--- src/rtl/stage_3_renorm_pipe_pkg.sv ---
// -----------------------------------------------------------------------------
// stage_3_renorm_pipe_pkg
// Shared constants, types and helpers for the stage-3 renormaliser of the
// AV1 arithmetic encoder.
//   CNT_INIT       : value of the signed bit counter after reset
//   PC_WORD_WIDTH  : width of a precarry word (carry bit + byte)
//   CARRY_BIT      : position of the carry flag inside a precarry word
//   pc_word_t      : one precarry word
//   push_cnt_e     : number of words produced by one accepted update
//   pc_push_t      : words produced by one accepted update, w0 goes first
//   leading_zero() : leading-zero count of the low 'width' bits of a value
// -----------------------------------------------------------------------------
package stage_3_renorm_pipe_pkg;

    localparam int CNT_INIT      = -9;
    localparam int PC_WORD_WIDTH = 9;
    localparam int CARRY_BIT     = 8;

    typedef logic [PC_WORD_WIDTH-1:0] pc_word_t;

    typedef enum logic [1:0] {
        PUSH_NONE = 2'd0,
        PUSH_ONE  = 2'd1,
        PUSH_TWO  = 2'd2
    } push_cnt_e;

    typedef struct packed {
        push_cnt_e n;
        pc_word_t  w0;
        pc_word_t  w1;
    } pc_push_t;

    // Leading zeros of v[width-1:0]; an all-zero field returns width.
    // Ascending scan so the highest set bit is the last to update the result.
    function automatic int leading_zero(input logic [63:0] v, input int width);
        int n;
        n = width;
        for (int i = 0; i < 64; i++) begin
            if ((i < width) && v[i]) begin
                n = width - 1 - i;
            end
        end
        return n;
    endfunction

endpackage

--- src/rtl/stage_3_renorm_pipe_if.sv ---
// -----------------------------------------------------------------------------
// stage_3_renorm_pipe_if
// Bundles the stage-2 update handshake, the registered renormalised state
// fed back to stage 2, and the precarry word handshake toward the carry
// resolution stage.
//   in_valid/in_ready/in_range/in_low : update from stage 2
//   out_range/out_low/out_cnt         : registered renormalised state
//   pc_valid/pc_ready/pc_word         : precarry FIFO head
// Modports: slave = renormaliser, master = surrounding encoder / bench.
// -----------------------------------------------------------------------------
interface stage_3_renorm_pipe_if #(
    parameter int RANGE_WIDTH = 16,
    parameter int LOW_WIDTH   = 32,
    parameter int D_SIZE      = 5
);
    import stage_3_renorm_pipe_pkg::*;

    logic                   in_valid;
    logic                   in_ready;
    logic [RANGE_WIDTH-1:0] in_range;
    logic [LOW_WIDTH-1:0]   in_low;
    logic [RANGE_WIDTH-1:0] out_range;
    logic [LOW_WIDTH-1:0]   out_low;
    logic signed [D_SIZE:0] out_cnt;
    logic                   pc_valid;
    logic                   pc_ready;
    pc_word_t               pc_word;

    modport master (
        output in_valid, in_range, in_low, pc_ready,
        input  in_ready, out_range, out_low, out_cnt, pc_valid, pc_word
    );

    modport slave (
        input  in_valid, in_range, in_low, pc_ready,
        output in_ready, out_range, out_low, out_cnt, pc_valid, pc_word
    );

endinterface

--- src/rtl/stage_3_renorm_pipe_precarry_fifo.sv ---
// -----------------------------------------------------------------------------
// precarry_fifo
// Power-of-two deep FIFO of precarry words accepting up to two pushes and
// one pop per clock.
//   clk_i   : clock
//   rst_ni  : asynchronous active-low reset (control state only)
//   push_i  : word count and words to append this edge (w0 before w1)
//   pop_i   : remove the head this edge (caller guarantees non-empty)
//   head_o  : oldest stored word
//   occ_o   : number of stored words
// The caller only pushes when at least two entries are free.
// -----------------------------------------------------------------------------
module precarry_fifo
    import stage_3_renorm_pipe_pkg::*;
#(
    parameter int DEPTH = 4,
    parameter int OCC_W = $clog2(DEPTH) + 1
) (
    input  logic             clk_i,
    input  logic             rst_ni,
    input  pc_push_t         push_i,
    input  logic             pop_i,
    output pc_word_t         head_o,
    output logic [OCC_W-1:0] occ_o
);

    localparam int AW = $clog2(DEPTH);

    pc_word_t         mem_q [DEPTH];
    logic [AW-1:0]    wr_q;
    logic [AW-1:0]    rd_q;
    logic [OCC_W-1:0] occ_q;

    always_ff @(posedge clk_i or negedge rst_ni) begin
        if (!rst_ni) begin
            wr_q  <= '0;
            rd_q  <= '0;
            occ_q <= '0;
        end else begin
            // Pointers wrap naturally because DEPTH is a power of two.
            wr_q  <= wr_q + AW'(push_i.n);
            rd_q  <= rd_q + AW'(pop_i);
            occ_q <= occ_q + OCC_W'(push_i.n) - OCC_W'(pop_i);
        end
    end

    always_ff @(posedge clk_i) begin
        if (push_i.n != PUSH_NONE) begin
            mem_q[wr_q] <= push_i.w0;
        end
        if (push_i.n == PUSH_TWO) begin
            mem_q[wr_q + AW'(1)] <= push_i.w1;
        end
    end

    assign head_o = mem_q[rd_q];
    assign occ_o  = occ_q;

endmodule

--- src/rtl/stage_3_renorm_pipe.sv ---
// -----------------------------------------------------------------------------
// stage_3_renorm_pipe
// Registered stage-3 renormaliser of the AV1 arithmetic encoder. Each
// accepted update normalises range by its leading-zero count d, shifts low
// by d, advances the signed bit counter cnt and emits zero, one or two
// 9-bit precarry words (bit 8 = carry) into an internal FIFO.
// Ports:
//   clk        : clock
//   reset      : asynchronous active-low reset
//   bus        : stage_3_renorm_pipe_if.slave
//                in_*  update handshake from stage 2
//                out_* registered range/low/cnt (latency 1)
//                pc_*  precarry FIFO head handshake
//   byte_count : [31:0] number of FIFO pops, only with STAGE3_BYTE_CNT_EN
// Configuration macro: STAGE3_BYTE_CNT_EN adds the byte_count port.
// -----------------------------------------------------------------------------
module stage_3_renorm_pipe #(
    parameter int RANGE_WIDTH = 16,
    parameter int LOW_WIDTH   = 32,
    parameter int D_SIZE      = 5,
    parameter int FIFO_DEPTH  = 4
) (
    input  logic                clk,
    input  logic                reset,
    stage_3_renorm_pipe_if.slave bus
`ifdef STAGE3_BYTE_CNT_EN
    ,
    output logic [31:0]         byte_count
`endif
);
    import stage_3_renorm_pipe_pkg::*;

    localparam int CNT_W = D_SIZE + 1;
    localparam int OCC_W = $clog2(FIFO_DEPTH) + 1;

    logic [RANGE_WIDTH-1:0]  range_q, range_d;
    logic [LOW_WIDTH-1:0]    low_q, low_d;
    logic signed [CNT_W-1:0] cnt_q, cnt_d;

    logic [OCC_W-1:0] occ;
    logic             in_ready;
    logic             accept;
    logic             pop;
    pc_word_t         head;
    pc_push_t         push_c;
    logic             word_ovf;

    int                   d_c;
    int                   s_c;
    int                   c_c;
    logic [LOW_WIDTH-1:0] l_c;
    logic [LOW_WIDTH-1:0] m_c;
    logic [LOW_WIDTH-1:0] x0_c;
    logic [LOW_WIDTH-1:0] x1_c;

    // Two free entries cover the worst case of one update; depends only on
    // registered occupancy so it never loops through in_valid.
    assign in_ready = (int'(occ) <= FIFO_DEPTH - 2);
    assign accept   = bus.in_valid && in_ready;
    assign pop      = bus.pc_ready && (occ != '0);

    always_comb begin
        d_c      = leading_zero(64'(bus.in_range), RANGE_WIDTH);
        s_c      = int'(cnt_q) + d_c;
        c_c      = int'(cnt_q) + 16;
        l_c      = bus.in_low;
        m_c      = (LOW_WIDTH'(1) << c_c) - LOW_WIDTH'(1);
        x0_c     = '0;
        x1_c     = '0;
        range_d  = range_q;
        low_d    = low_q;
        cnt_d    = cnt_q;
        push_c   = '{n: PUSH_NONE, w0: '0, w1: '0};
        word_ovf = 1'b0;

        // A zero range is accepted but leaves all state untouched.
        if (accept && (bus.in_range != '0)) begin
            range_d = bus.in_range << d_c;
            if (s_c < 0) begin
                low_d = bus.in_low << d_c;
                cnt_d = CNT_W'(s_c);
            end else begin
                // At least one whole byte has become final; a second one
                // is ready when s reaches 8.
                if (s_c >= 8) begin
                    x0_c = l_c >> c_c;
                    l_c  = l_c & m_c;
                    c_c  = c_c - 8;
                    m_c  = m_c >> 8;
                end
                x1_c  = l_c >> c_c;
                l_c   = l_c & m_c;
                cnt_d = CNT_W'(c_c + d_c - 24);
                low_d = l_c << d_c;
                if (s_c >= 8) begin
                    push_c = '{n: PUSH_TWO, w0: x0_c[PC_WORD_WIDTH-1:0],
                               w1: x1_c[PC_WORD_WIDTH-1:0]};
                end else begin
                    push_c = '{n: PUSH_ONE, w0: x1_c[PC_WORD_WIDTH-1:0], w1: '0};
                end
                word_ovf = (|(x0_c >> PC_WORD_WIDTH)) || (|(x1_c >> PC_WORD_WIDTH));
            end
        end
    end

    always_ff @(posedge clk or negedge reset) begin
        if (!reset) begin
            range_q <= {1'b1, {(RANGE_WIDTH-1){1'b0}}};
            low_q   <= '0;
            cnt_q   <= CNT_W'(CNT_INIT);
        end else begin
            range_q <= range_d;
            low_q   <= low_d;
            cnt_q   <= cnt_d;
        end
    end

    precarry_fifo #(
        .DEPTH (FIFO_DEPTH),
        .OCC_W (OCC_W)
    ) u_fifo (
        .clk_i  (clk),
        .rst_ni (reset),
        .push_i (push_c),
        .pop_i  (pop),
        .head_o (head),
        .occ_o  (occ)
    );

`ifdef STAGE3_BYTE_CNT_EN
    logic [31:0] byte_count_q;

    always_ff @(posedge clk or negedge reset) begin
        if (!reset) begin
            byte_count_q <= '0;
        end else if (pop) begin
            byte_count_q <= byte_count_q + 32'd1;
        end
    end

    assign byte_count = byte_count_q;
`endif

`ifndef SYNTHESIS
    always_ff @(posedge clk) begin
        if (reset && accept) begin
            assert (bus.in_range != '0);
            assert (!word_ovf);
        end
        if (reset) begin
            assert (int'(occ) <= FIFO_DEPTH);
        end
    end
`endif

    assign bus.in_ready  = in_ready;
    assign bus.out_range = range_q;
    assign bus.out_low   = low_q;
    assign bus.out_cnt   = cnt_q;
    assign bus.pc_valid  = (occ != '0);
    assign bus.pc_word   = head;

endmodule

--- src/flat_wrapper.sv ---
// flat-port wrapper written by rule: the top's interface ports become plain ports
module stage_3_renorm_pipe_flat import stage_3_renorm_pipe_pkg::*;
#(
    parameter int RANGE_WIDTH = 16,
    parameter int LOW_WIDTH   = 32,
    parameter int D_SIZE      = 5,
    parameter int FIFO_DEPTH  = 4
)
  (clk, reset, bus_in_valid, bus_in_range, bus_in_low, bus_pc_ready, bus_in_ready, bus_out_range, bus_out_low, bus_out_cnt, bus_pc_valid, bus_pc_word);
  stage_3_renorm_pipe_if #(.RANGE_WIDTH(RANGE_WIDTH), .LOW_WIDTH(LOW_WIDTH), .D_SIZE(D_SIZE)) bus_i ();
  input  logic clk;
  input  logic reset;
  input wire logic [$bits(bus_i.in_valid)-1:0] bus_in_valid;
  input wire logic [$bits(bus_i.in_range)-1:0] bus_in_range;
  input wire logic [$bits(bus_i.in_low)-1:0] bus_in_low;
  input wire logic [$bits(bus_i.pc_ready)-1:0] bus_pc_ready;
  output wire logic [$bits(bus_i.in_ready)-1:0] bus_in_ready;
  output wire logic [$bits(bus_i.out_range)-1:0] bus_out_range;
  output wire logic [$bits(bus_i.out_low)-1:0] bus_out_low;
  output wire logic [$bits(bus_i.out_cnt)-1:0] bus_out_cnt;
  output wire logic [$bits(bus_i.pc_valid)-1:0] bus_pc_valid;
  output wire logic [$bits(bus_i.pc_word)-1:0] bus_pc_word;
  assign bus_i.in_valid = bus_in_valid;
  assign bus_i.in_range = bus_in_range;
  assign bus_i.in_low = bus_in_low;
  assign bus_i.pc_ready = bus_pc_ready;
  assign bus_in_ready = bus_i.in_ready;
  assign bus_out_range = bus_i.out_range;
  assign bus_out_low = bus_i.out_low;
  assign bus_out_cnt = bus_i.out_cnt;
  assign bus_pc_valid = bus_i.pc_valid;
  assign bus_pc_word = bus_i.pc_word;
  stage_3_renorm_pipe #(.RANGE_WIDTH(RANGE_WIDTH), .LOW_WIDTH(LOW_WIDTH), .D_SIZE(D_SIZE), .FIFO_DEPTH(FIFO_DEPTH)) u_core (.clk(clk), .reset(reset), .bus(bus_i));
endmodule
--- config.mk ---
export PLATFORM = sky130hd
export DESIGN_NAME = stage_3_renorm_pipe_flat
export DESIGN_NICKNAME = d
export VERILOG_FILES = /design/src/rtl/stage_3_renorm_pipe_pkg.sv /design/src/rtl/stage_3_renorm_pipe_if.sv /design/src/rtl/stage_3_renorm_pipe_precarry_fifo.sv /design/src/rtl/stage_3_renorm_pipe.sv /design/src/flat_wrapper.sv
export SDC_FILE = /design/constraint.sdc
export NUM_CORES = 1
export LEC_CHECK = 0
export CORE_ASPECT_RATIO = 0.9
export CORE_MARGIN = 10
export CORE_UTILIZATION = 40
export CTS_CLUSTER_DIAMETER = 60
export DETAILED_ROUTE_END_ITERATION = 10
export GPL_TIMING_DRIVEN = 0
export PLACE_DENSITY = 0.73
export SYNTH_ARGS = -nofsm -noshare
export SYNTH_HDL_FRONTEND = slang
export SYNTH_SLANG_ARGS = --single-unit
--- constraint.sdc ---
create_clock -name clk -period 6.41 [get_ports clk]
set_clock_uncertainty 0.2 [all_clocks]
set_input_delay 0.9615 -clock clk [delete_from_list [all_inputs] [get_ports clk]]
set_output_delay 0.9615 -clock clk [all_outputs]
set_load 0.01 [all_outputs]
==> flow_summary_export.csv <==
group,metric,value,unit
final_layout,area_growth,36.4,%
placement,dp.cells,2055,
route,vias_per_cell,7.31,
pwr,ir_drop,0.497,mV
yosys,synth.largest_area_cell,"dfrtp_1",
run_status,violations,"negative setup slack",
worst_setup_path,slowest_stage,"or4_4",
worst_setup_path,worstPathRequired,6.30,ns
final_layout,fillers,2759,
route,antenna_left,0,
worst_setup_path,arrival,6.63,ns
yosys,ys_top_cells_by_area,"dfrtp_1 (12%), edfxtp_1 (9.1%), nand2_1 (5.5%)",
die,ios,117,
sta,rsz0062_at_grt,"yes",
final_layout,final_nets,1857,
placement,port_buffers,106,
sta,fin_crit,6.75,ns
placement,dp_slack,-2.72,ns
worst_setup_path,path_max_fanout,7,
final_layout,multi_input_area,9780,um^2
run_status,status,"finished, violations left",
yosys,yosys_register_bits,97,
sta,slew_headroom,10.3,%
global_route,grt_max_degree,42,
global_route,grt_pass1_vias,14600,
pwr,combPwrFrac,83.4,%
clock_tree,clock-root-buffer,"clkbuf_16",
die,die-area,36900,um^2
pwr,p_switching,5.57,mW
route,drc,0,
min_path,hold_start,"u_core.bus.out_low[14]",
clock_tree,htreeDepth,3,
die,core_region_area,29100,um^2
final_layout,post-route-util,55.6,%
worst_setup_path,cpPeakStageDelay,0.54,ns
worst_setup_path,r2r_setup_slack,-0.27,ns
route,wirelength,72400,um
clock_tree,clock-sinks,97,
yosys,synth_ff_type,"dfrtp_1",
pwr,pwr-share-seq,10.7,%
yosys,synth_top_area_share,11.6,%
route,drt_iter0_drc,2773,
worst_setup_path,timing.rr.start,"u_core.bus.out_cnt[1]",
sta,worst_pin_slew,1.33,ns
sta,fin_crit_sh,105,%
global_route,antenna_found_initial,2,
final_layout,final_area,16200,um^2
yosys,ys_warn_count,0,
clock_tree,path_clk_slew,0.09,ns
final_layout,layout-drive-gt1-share,23.9,%
route,vias,15900,
die,rows,59,
clock_tree,ctsHoldBuffers,0,
clock_tree,cts_tree,"built",
yosys,synth_top_cells_by_count,"nand2_1 (174), nor2_1 (138), a21oi_1 (110), o21ai_0 (108), clkbuf_1 (99)",
global_route,grt_overflow_total,0,
final_layout,fin_cells,2171,
min_path,hold_end,"u_core.bus.out_low[14]",
pwr,clkPwrFrac,5.9,%
yosys,synth-seq-area-share,22.1,%
sta,finalHoldViolations,0,
worst_setup_path,worst_r2r_path_depth,26,
pwr,cell_internal_pwr,4.11,mW
clock_tree,cts_buffer_depth,2,
die,die_y,183,um
sta,finalSetupTns,-8.51,ns
die,start_util,40.8,%
yosys,synth.most_common_cell,"nand2_1",
pwr,p_per_area,599,nW/um^2
worst_setup_path,critPathKind,"primary input to flip-flop",
clock_tree,clock_latency,0.36,ns
sta,setup_viol,37,
sta,fmax,0.148,GHz
placement,place_area,13700,um^2
final_layout,regArea,2620,um^2
min_path,holdPathStages,1,
yosys,synth_cells,1551,
yosys,syn_nets,1639,
clock_tree,numCtsBuffers,9,
yosys,synth_area,11900,um^2
worst_setup_path,cp-start-kind,"primary input",
die,die_w,201,um
sta,drv_slew,0,
min_path,min_path_type,"flip-flop to flip-flop",
global_route,grt_pass1_wl,102000,um
job,maxCapViolCount,0,
sta,setup_slack,-0.338,ns
yosys,synth-edff-count,36,
global_route,track_usage,36.7,%
worst_setup_path,end_kind,"flip-flop",
worst_setup_path,worst_path_most_repeated_cell,"buf_12",
yosys,async_flop_share,62.9,%
route,dr.pass1.iters,7,
yosys,synth_cell_types,96,
placement,routabilityCongestion,1.04,
pwr,switching_share,57.6,%
placement,hpwl,55400,um
worst_setup_path,worstReg2RegEnd,"u_core.u_fifo.mem_q[1][1]",
pwr,p_leak,5.93,nW
route,wl_per_cell,33.3,um
yosys,syn_area_per_cell,7.64,um^2
-- how the worst max path moves through the flow --
stage / startpoint / to / slack [ns] / cells past startpoint
finish: bus_in_range[0] / u_core.u_fifo.mem_q[1][1] / -0.34 / 27
global route: bus_in_range[0] / u_core.u_fifo.mem_q[1][1] / -0.51 / 27
CTS: bus_in_range[0] / u_core.u_fifo.mem_q[1][7] / -0.19 / 29
detailed placement: bus_in_range[1] / u_core.u_fifo.mem_q[1][0] / -2.72 / 26
global placement: bus_in_range[12] / u_core.u_fifo.mem_q[0][1] / -2.98 / 23
floorplan: bus_in_range[0] / u_core.bus.out_cnt[5] / -0.38 / 31
-- layout make-up --
class	instances	share of cell area, %
clock buffer	9	1.39
clock inverter	7	0.364
multi-input combinational	1264	60.5
buffer	141	4.62
tap	396	3.06
sequential	97	16.2
inverter	44	1.18
timing repair buffer	212	12.7
antenna	1	0.0155
-- worst max-delay path, delay by kind of cell --
kind	cells	cell delay [ns]
adder cells (fa/ha/maj)	2	0.64
buffers and inverters	9	1.16
multiplexers	2	0.54
AND/OR/NAND/NOR	8	2.37
AO/OA/AOI/OAI	6	0.95
-- metrics by stage --
step	hold slack, ns	power (mW)
2_1_floorplan	0.262	4.83
3_3_place_gp	0.263	7.25
3_5_place_dp	0.265	7.24
4_1_cts	0.284	8.64
5_1_grt	0.301	9.90
6_report	0.285	9.68
-- cell families after synthesis --
| kind of cell | synth area share (%) |
|---|---|
| AO/OA/AOI/OAI | 36.7 |
| XOR/XNOR | 1.11 |
| adder cells (fa/ha/maj) | 4.12 |
| buffers and inverters | 6.42 |
| flip-flops | 22.1 |
| multiplexers | 9.15 |
| AND/OR/NAND/NOR | 20.5 |
-- power groups by stage --
stage	Clock (mW)	Sequential, mW	Combinational, mW
2_1_floorplan	0	1.07	3.76
3_3_place_gp	0	1.03	6.22
3_5_place_dp	0	1.04	6.21
4_1_cts	0.571	1.03	7.03
5_1_grt	0.594	1.06	8.25
6_report	0.572	1.04	8.07
-- timing repair --
item	4_1_cts	5_1_grt
pin swaps	60	67
setup endpoints to repair	113	108
cloned	1	0
setup buffers	60	47
gates resized for setup	199	163
-- cell usage in the layout, fill, tap and decap left out, types with 22 or more instances in the layout --
cell type | netlist | layout
nor2_1 | 138 | 124
nand3_1 | 59 | 59
o21ai_2 | 0 | 24
edfxtp_1 | 36 | 36
clkbuf_1 | 99 | 79
o21ai_0 | 108 | 71
o211ai_1 | 42 | 42
mux4_2 | 25 | 25
mux2i_1 | 33 | 28
buf_4 | 1 | 86
clkdlybuf4s50_1 | 0 | 95
a21oi_1 | 110 | 98
o21ai_1 | 16 | 27
a211oi_1 | 37 | 23
ha_1 | 31 | 23
nand2_1 | 174 | 168
inv_1 | 40 | 33
dfrtp_1 | 55 | 55
a31oi_1 | 37 | 32
buf_1 | 26 | 22
-- metal layers --
| metal | track usage, % | vias up | wire (um) |
|---|---|---|---|
| met2 | 51.7 | 1435 | 29100 |
| met5 | 0 | - | 75 |
| li1 | - | 6447 | - |
| met3 | 13.1 | 291 | 11100 |
| met1 | 50.3 | 7685 | 28600 |
| met4 | 13.6 | 6 | 3470 |
-- state kept, by name, indices dropped and copies added, names as in the netlist --
| signal | count |
|---|---|
| u_core.u_fifo.occ_o | 3 |
| u_core.bus.out_low | 32 |
| u_core.u_fifo.mem_q | 36 |
| u_core.bus.out_range | 16 |
| u_core.bus.out_cnt | 6 |
| u_core.u_fifo.rd_q | 2 |
| u_core.u_fifo.wr_q | 2 |
No activity file was read; power rests on OpenSTA's default activity.
